--- config.mk ---
export PLATFORM = sky130hd
export DESIGN_NAME = pipe_stage_skid
export DESIGN_NICKNAME = d
export VERILOG_FILES = /design/src/rtl/pipe_stage_skid.sv
export SDC_FILE = /design/constraint.sdc
export NUM_CORES = 1
export LEC_CHECK = 0
export CELL_PAD_IN_SITES_DETAIL_PLACEMENT = 1
export CELL_PAD_IN_SITES_GLOBAL_PLACEMENT = 1
export CORE_ASPECT_RATIO = 1.1
export CORE_UTILIZATION = 40
export CTS_CLUSTER_SIZE = 16
export DETAILED_ROUTE_END_ITERATION = 8
export PLACE_DENSITY_LB_ADDON = 0.1
export SLEW_MARGIN = 20
export SYNTH_ARGS = -nofsm -noshare
export SYNTH_HDL_FRONTEND = slang
export SYNTH_SLANG_ARGS = --single-unit
export TNS_END_PERCENT = 30
--- constraint.sdc ---
create_clock -name clk -period 3.3 [get_ports clk]
set_input_delay 0.33 -clock clk [delete_from_list [all_inputs] [get_ports clk]]
set_output_delay 0.33 -clock clk [all_outputs]
set_load 0.05 [all_outputs]
--- src/rtl/pipe_stage_skid.sv ---
// Elastic pipeline-stage register with a two-entry skid buffer, synchronous flush and bubble payload.
// Optional stall/bubble performance counters are enabled by defining PIPE_PERF_CNT_EN.
module pipe_stage_skid #(
    parameter int                DATA_W   = 128,
    parameter logic [DATA_W-1:0] NOP_DATA = {DATA_W{1'b0}},
    parameter int                CNT_W    = 32
) (
    input  logic              clk,
    input  logic              rst,
    input  logic              flush,
    input  logic              up_valid,
    output logic              up_ready,
    input  logic [DATA_W-1:0] up_data,
    output logic              dn_valid,
    input  logic              dn_ready,
    output logic [DATA_W-1:0] dn_data,
    output logic [1:0]        occupancy
`ifdef PIPE_PERF_CNT_EN
    ,
    output logic [CNT_W-1:0]  stall_cnt,
    output logic [CNT_W-1:0]  bubble_cnt
`endif
);

    typedef enum logic [1:0] {
        ST_EMPTY = 2'b00,
        ST_ONE   = 2'b01,
        ST_FULL  = 2'b10
    } state_t;

    state_t            r_state;
    state_t            w_state_nxt;
    logic [DATA_W-1:0] r_main_data;
    logic [DATA_W-1:0] r_skid_data;
    logic [DATA_W-1:0] w_main_nxt;
    logic [DATA_W-1:0] w_skid_nxt;
    logic              r_dn_valid;
    logic              r_up_ready;
    logic              w_up_fire;
    logic              w_dn_fire;

    // Next-state and next-payload selection; flush overrides any handshake.
    always_comb begin
        w_up_fire   = up_valid & r_up_ready;
        w_dn_fire   = r_dn_valid & dn_ready;
        w_state_nxt = r_state;
        w_main_nxt  = r_main_data;
        w_skid_nxt  = r_skid_data;
        if (flush) begin
            w_state_nxt = ST_EMPTY;
            w_main_nxt  = NOP_DATA;
            w_skid_nxt  = NOP_DATA;
        end else begin
            case (r_state)
                ST_EMPTY: begin
                    if (w_up_fire) begin
                        w_state_nxt = ST_ONE;
                        w_main_nxt  = up_data;
                    end else begin
                        w_state_nxt = ST_EMPTY;
                    end
                end
                ST_ONE: begin
                    if (w_up_fire && w_dn_fire) begin
                        w_state_nxt = ST_ONE;
                        w_main_nxt  = up_data;
                    end else if (w_up_fire) begin
                        w_state_nxt = ST_FULL;
                        w_skid_nxt  = up_data;
                    end else if (w_dn_fire) begin
                        w_state_nxt = ST_EMPTY;
                        w_main_nxt  = NOP_DATA;
                    end else begin
                        w_state_nxt = ST_ONE;
                    end
                end
                ST_FULL: begin
                    // The older entry sits in main, so draining promotes skid forward.
                    if (w_dn_fire) begin
                        w_state_nxt = ST_ONE;
                        w_main_nxt  = r_skid_data;
                        w_skid_nxt  = NOP_DATA;
                    end else begin
                        w_state_nxt = ST_FULL;
                    end
                end
                default: begin
                    w_state_nxt = ST_EMPTY;
                    w_main_nxt  = NOP_DATA;
                    w_skid_nxt  = NOP_DATA;
                end
            endcase
        end
    end

    // State and storage registers; handshake outputs are derived from the next state.
    always_ff @(posedge clk) begin
        if (rst) begin
            r_state     <= ST_EMPTY;
            r_main_data <= NOP_DATA;
            r_skid_data <= NOP_DATA;
            r_dn_valid  <= 1'b0;
            r_up_ready  <= 1'b1;
        end else begin
            r_state     <= w_state_nxt;
            r_main_data <= w_main_nxt;
            r_skid_data <= w_skid_nxt;
            r_dn_valid  <= (w_state_nxt != ST_EMPTY);
            r_up_ready  <= (w_state_nxt != ST_FULL);
        end
    end

    assign up_ready  = r_up_ready;
    assign dn_valid  = r_dn_valid;
    assign dn_data   = r_main_data;
    assign occupancy = r_state;

`ifdef PIPE_PERF_CNT_EN
    function automatic logic [CNT_W-1:0] sat_inc(input logic [CNT_W-1:0] v);
        if (v == {CNT_W{1'b1}}) begin
            sat_inc = v;
        end else begin
            sat_inc = v + {{(CNT_W-1){1'b0}}, 1'b1};
        end
    endfunction

    logic [CNT_W-1:0] r_stall_cnt;
    logic [CNT_W-1:0] r_bubble_cnt;

    // Saturating counters; only rst clears them so they survive flushes.
    always_ff @(posedge clk) begin
        if (rst) begin
            r_stall_cnt  <= {CNT_W{1'b0}};
            r_bubble_cnt <= {CNT_W{1'b0}};
        end else begin
            if (r_dn_valid && !dn_ready) begin
                r_stall_cnt <= sat_inc(r_stall_cnt);
            end else begin
                r_stall_cnt <= r_stall_cnt;
            end
            if (!r_dn_valid) begin
                r_bubble_cnt <= sat_inc(r_bubble_cnt);
            end else begin
                r_bubble_cnt <= r_bubble_cnt;
            end
        end
    end

    assign stall_cnt  = r_stall_cnt;
    assign bubble_cnt = r_bubble_cnt;
`else
    logic [CNT_W-1:0] w_unused_cnt;
    assign w_unused_cnt = {CNT_W{1'b0}};
`endif

endmodule
==> results.md <==
Outcome:
- The run finished with clean final reports.

Place:
- After legalization and detailed placement, the total HPWL measured 20.74 mm.
- The pre-CTS setup slack is 795.6 ps.
- Routability-driven placement finished with a final weighted congestion of 0.7520.
- The placed instances occupy a cell area of 13670 µm².
- In this run, placement finished with an instance count of 1706.
- The total of buffers placed on input and output ports is 264.

CTS:
- The number of buffers added by the clock tree synthesis step is 29.
- Once the clock tree was built, the resizer swapped 0 gates to a different size.
- The H-tree depth reported by CTS is 1.
- The number of sinks handled by clock tree synthesis is 260.
- Buffers added to address setup during post-CTS repair amount to 0.
- Buffers inserted to repair hold after CTS numbered 0.
- The CTS tree is yes.
- For the worst-skew pair, the clock arrives at the later sink with an insertion delay of 540 ps.
- The clock-pin slew on the worst setup and hold paths is 60 ps.
- The maximum buffer depth of the clock tree is 3.
- The tree is rooted in a clkbuf_16.

Setup path:
- The worst-case reg-to-reg path depth is 5.
- Of all nets on the critical path, the largest fanout is 12.
- The largest delay contributor family on the critical path is buffers and inverters.
- The worst-case register-to-register setup slack is 1110 ps.
- The capturing point of the worst reg2reg path is dn_data[23]$_SDFFE_PP0P_.
- The type of element capturing the critical path is a primary output.
- The startpoint class of the critical path is a flop.
- The worst endpoint data arrival time is 2210 ps.
- In this run the number of cells on the critical path is 1.
- The critical path is of the flop to primary output type.
- Together, buffers and inverters on the worst path number 1.
- The most critical setup path has its endpoint at occupancy[1].
- The critical path goes through clkdlybuf4s50_1.
- The highest cell delay on the worst timing path is 960 ps.
- On the critical path, the stage with the largest delay is an instance of clkdlybuf4s50_1.
- The critical path startpoint is occupancy[1]$_SDFF_PP0_.
- The required time reported for the critical path endpoint is 2970 ps.
- In this run the critical register-to-register path is launched from occupancy[1]$_SDFF_PP0_.

Layout:
- Leaving out filler cells and counting taps, the final layout contains 1759.
- Fill cells in the final layout number 3030.
- After the last flow step, the layout net total stands at 1513.
- The final cell area excluding filler cells is 14690 µm².
- The post-synthesis to final-layout area growth is 34.14%.
- The fraction of layout instances using a drive strength above 1 is 9.707%.

Detailed routing:
- The vias after detailed routing is 9579.
- After detailed routing, the number of remaining DRC violations is 0.
- The routed wire length is 33.94 mm.
- The detailed router's first-iteration violation count is 459.
- The routed via count divided by cell count is 5.446.
- The first detailed-routing pass took 6 iterations.
- The remaining antenna violation count after routing is 0.
- After detailed routing, the average wire length per cell comes to 19.29 µm.

Power and ir drop:
- For this design the ratio of total power to cell area is 535.9 nW/µm².
- Across the VDD grid, the largest voltage drop is 0.3183 mV.
- For this design the static power due to leakage is 4.895 nW.

GRT:
- The number of global-route vias before repair is 10260.
- For this run, the total global-route usage over all layers was measured as 23.99%.
- The largest net degree at the start of global routing is 93.
- For this run the aggregate overflow at the end of global routing stands at 0.
- The first global-routing pass estimated 54.41 mm of wire.
- The initial antenna violation count is 3.

Floorplanning:
- The overall die area is 28050 µm².
- The die extent in y is 175.6 µm.
- The I/O pin count is 265.
- The placement row count is 63.
- The initial core utilization is 40.63%.
- The standard cell core area is 26960 µm².
- The chip width is 159.8 µm.

Synthesis:
- Synthesis produced a netlist whose cell count is 1171.
- Yosys mapped a number of flops with a built-in enable equal to 0.
- The most used flip-flop cell after synthesis is dfxtp_1.
- In this run the cell area of the synthesized design comes to 10950 µm².
- Averaged over all synthesized cells, the footprint is 9.354 µm².
- The number of nets handed over by synthesis was 1304.
- For this run, the number of Yosys warnings is 0.
- The number of distinct library cells after synthesis is 31.
- After synthesis, the share of flip-flops with an asynchronous set or reset is 0%.
- The synthesized design contains 260 register bits.
- Sequential elements use 47.52% of the synthesized area.

STA:
- The smallest clock period supported by the final layout is computed as 2539 ps.
- After layout, the worst setup slack is 761.1 ps.
- The worst hold-check slack is 379.2 ps.
- The fmax is 0.3939 GHz.
- The final setup violation count is 0.
- Setup repair after global routing left no endpoint under its margin.
- Summed over all failing endpoints, the final setup total negative slack is 0 ps.
- The final critical path takes up 76.94% of the cycle.
- The max-slew violation count came to 0.
- The final-report hold violation count is 0.
- The transition time of the tightest slew-check pin is 679.1 ps.
- The clock arrives with 13.66 ps of skew.
- Measured against its own limit, the worst slew margin works out to 54.73%.

Job:
- The tool flagged a number of max-cap violations equal to 0.

Min path:
- The type of the most critical hold path is input port to flop.
==> logic make-up after synthesis <==
group                  after synthesis  share of synthesized area, %
XOR/XNOR                             1                       0.07998
flip-flops                         260                         47.52
AO/OA/AOI/OAI                      264                         19.59
buffers and inverters              114                         6.911
multiplexers                       128                         11.70
AND/OR/NAND/NOR                    404                         14.20
==> worst min-delay path by stage <==
stage                                       start                             to  slack, ps  cells past startpoint
finish                                up_data[84]   r_skid_data[84]$_SDFFE_PP0P_        380                      3
global route                          up_data[40]   r_skid_data[40]$_SDFFE_PP0P_        380                      3
CTS                                   up_data[84]   r_skid_data[84]$_SDFFE_PP0P_        360                      3
detailed placement   r_skid_data[55]$_SDFFE_PP0P_   r_skid_data[55]$_SDFFE_PP0P_        450                      2
global placement    r_skid_data[109]$_SDFFE_PP0P_  r_skid_data[109]$_SDFFE_PP0P_        440                      2
floorplan             r_skid_data[0]$_SDFFE_PP0P_    r_skid_data[0]$_SDFFE_PP0P_        430                      2
==> state kept, by name (all words and copies together), names as in the netlist <==
signal       flops
dn_data        128
dn_valid         1
r_skid_data    128
up_ready         1
occupancy        2
==> power breakdown <==
group	switching, mW	internal, mW
clock network	1.29	2.10
logic	0.724	0.459
registers	0.0634	3.23
==> placed cells by master (no fill, tap or decap), drive strengths merged <==
| cell type | instances |
|---|---|
| clkdlybuf4s50 | 264 |
| nand2 | 262 |
| dfxtp | 260 |
| nor2 | 133 |
| a21oi | 130 |
| mux2i | 128 |
| o221ai | 127 |
| clkbuf | 45 |
| buf | 28 |
| clkinv | 4 |
| bufinv | 3 |
| a31oi | 2 |
| nor3 | 2 |
| diode | 1 |
| a211o | 1 |
| nand4b | 1 |
| nor2b | 1 |
| nor3b | 1 |
| o22a | 1 |
| o211ai | 1 |
| o21a | 1 |
| or3 | 1 |
| and3 | 1 |
| xor2 | 1 |
| a22oi | 1 |
| and2 | 1 |
| or2 | 1 |
==> stage by stage <==
stage | total power [mW] | utilization [%]
floorplan | 4.093 | -
global placement | 4.537 | 50.72
detailed placement | 4.551 | 50.72
finish | 7.874 | 54.50
CTS | 7.962 | 54.49
global route | 8.159 | 54.50
==> synth_stat cells, types with 2 or more instances <==
| master | number | area share [%] |
|---|---|---|
| o221ai_2 | 49 | 6.7 |
| o221ai_1 | 78 | 6.2 |
| buf_6 | 26 | 2.7 |
| a21oi_1 | 129 | 5.9 |
| clkbuf_1 | 15 | 0.51 |
| dfxtp_1 | 260 | 48 |
| nand2_1 | 262 | 9.0 |
| buf_8 | 2 | 0.27 |
| buf_4 | 9 | 0.62 |
| mux2i_1 | 128 | 12 |
| buf_2 | 62 | 2.8 |
| nor2_1 | 132 | 4.5 |
==> cell type report <==
class	instances	area (µm²)	share of cell area, %
Antenna cell	1	2.502	0.01703
Tap cell	357	446.7	3.040
Clock inverter	7	110.1	0.7494
Clock buffer	45	905.9	6.165
Multi-Input combinational cell	797	5045	34.34
Sequential cell	260	5205	35.43
Timing Repair Buffer	292	2978	20.27
==> metal layers <==
metal  global-route usage [%]  share of wire, %
met3                    5.266               5.7
met4                    6.825               2.4
met1                    28.76                43
met2                    42.92                49
met5                        0             0.038
Note: power is estimated with default switching activity, not from simulation.
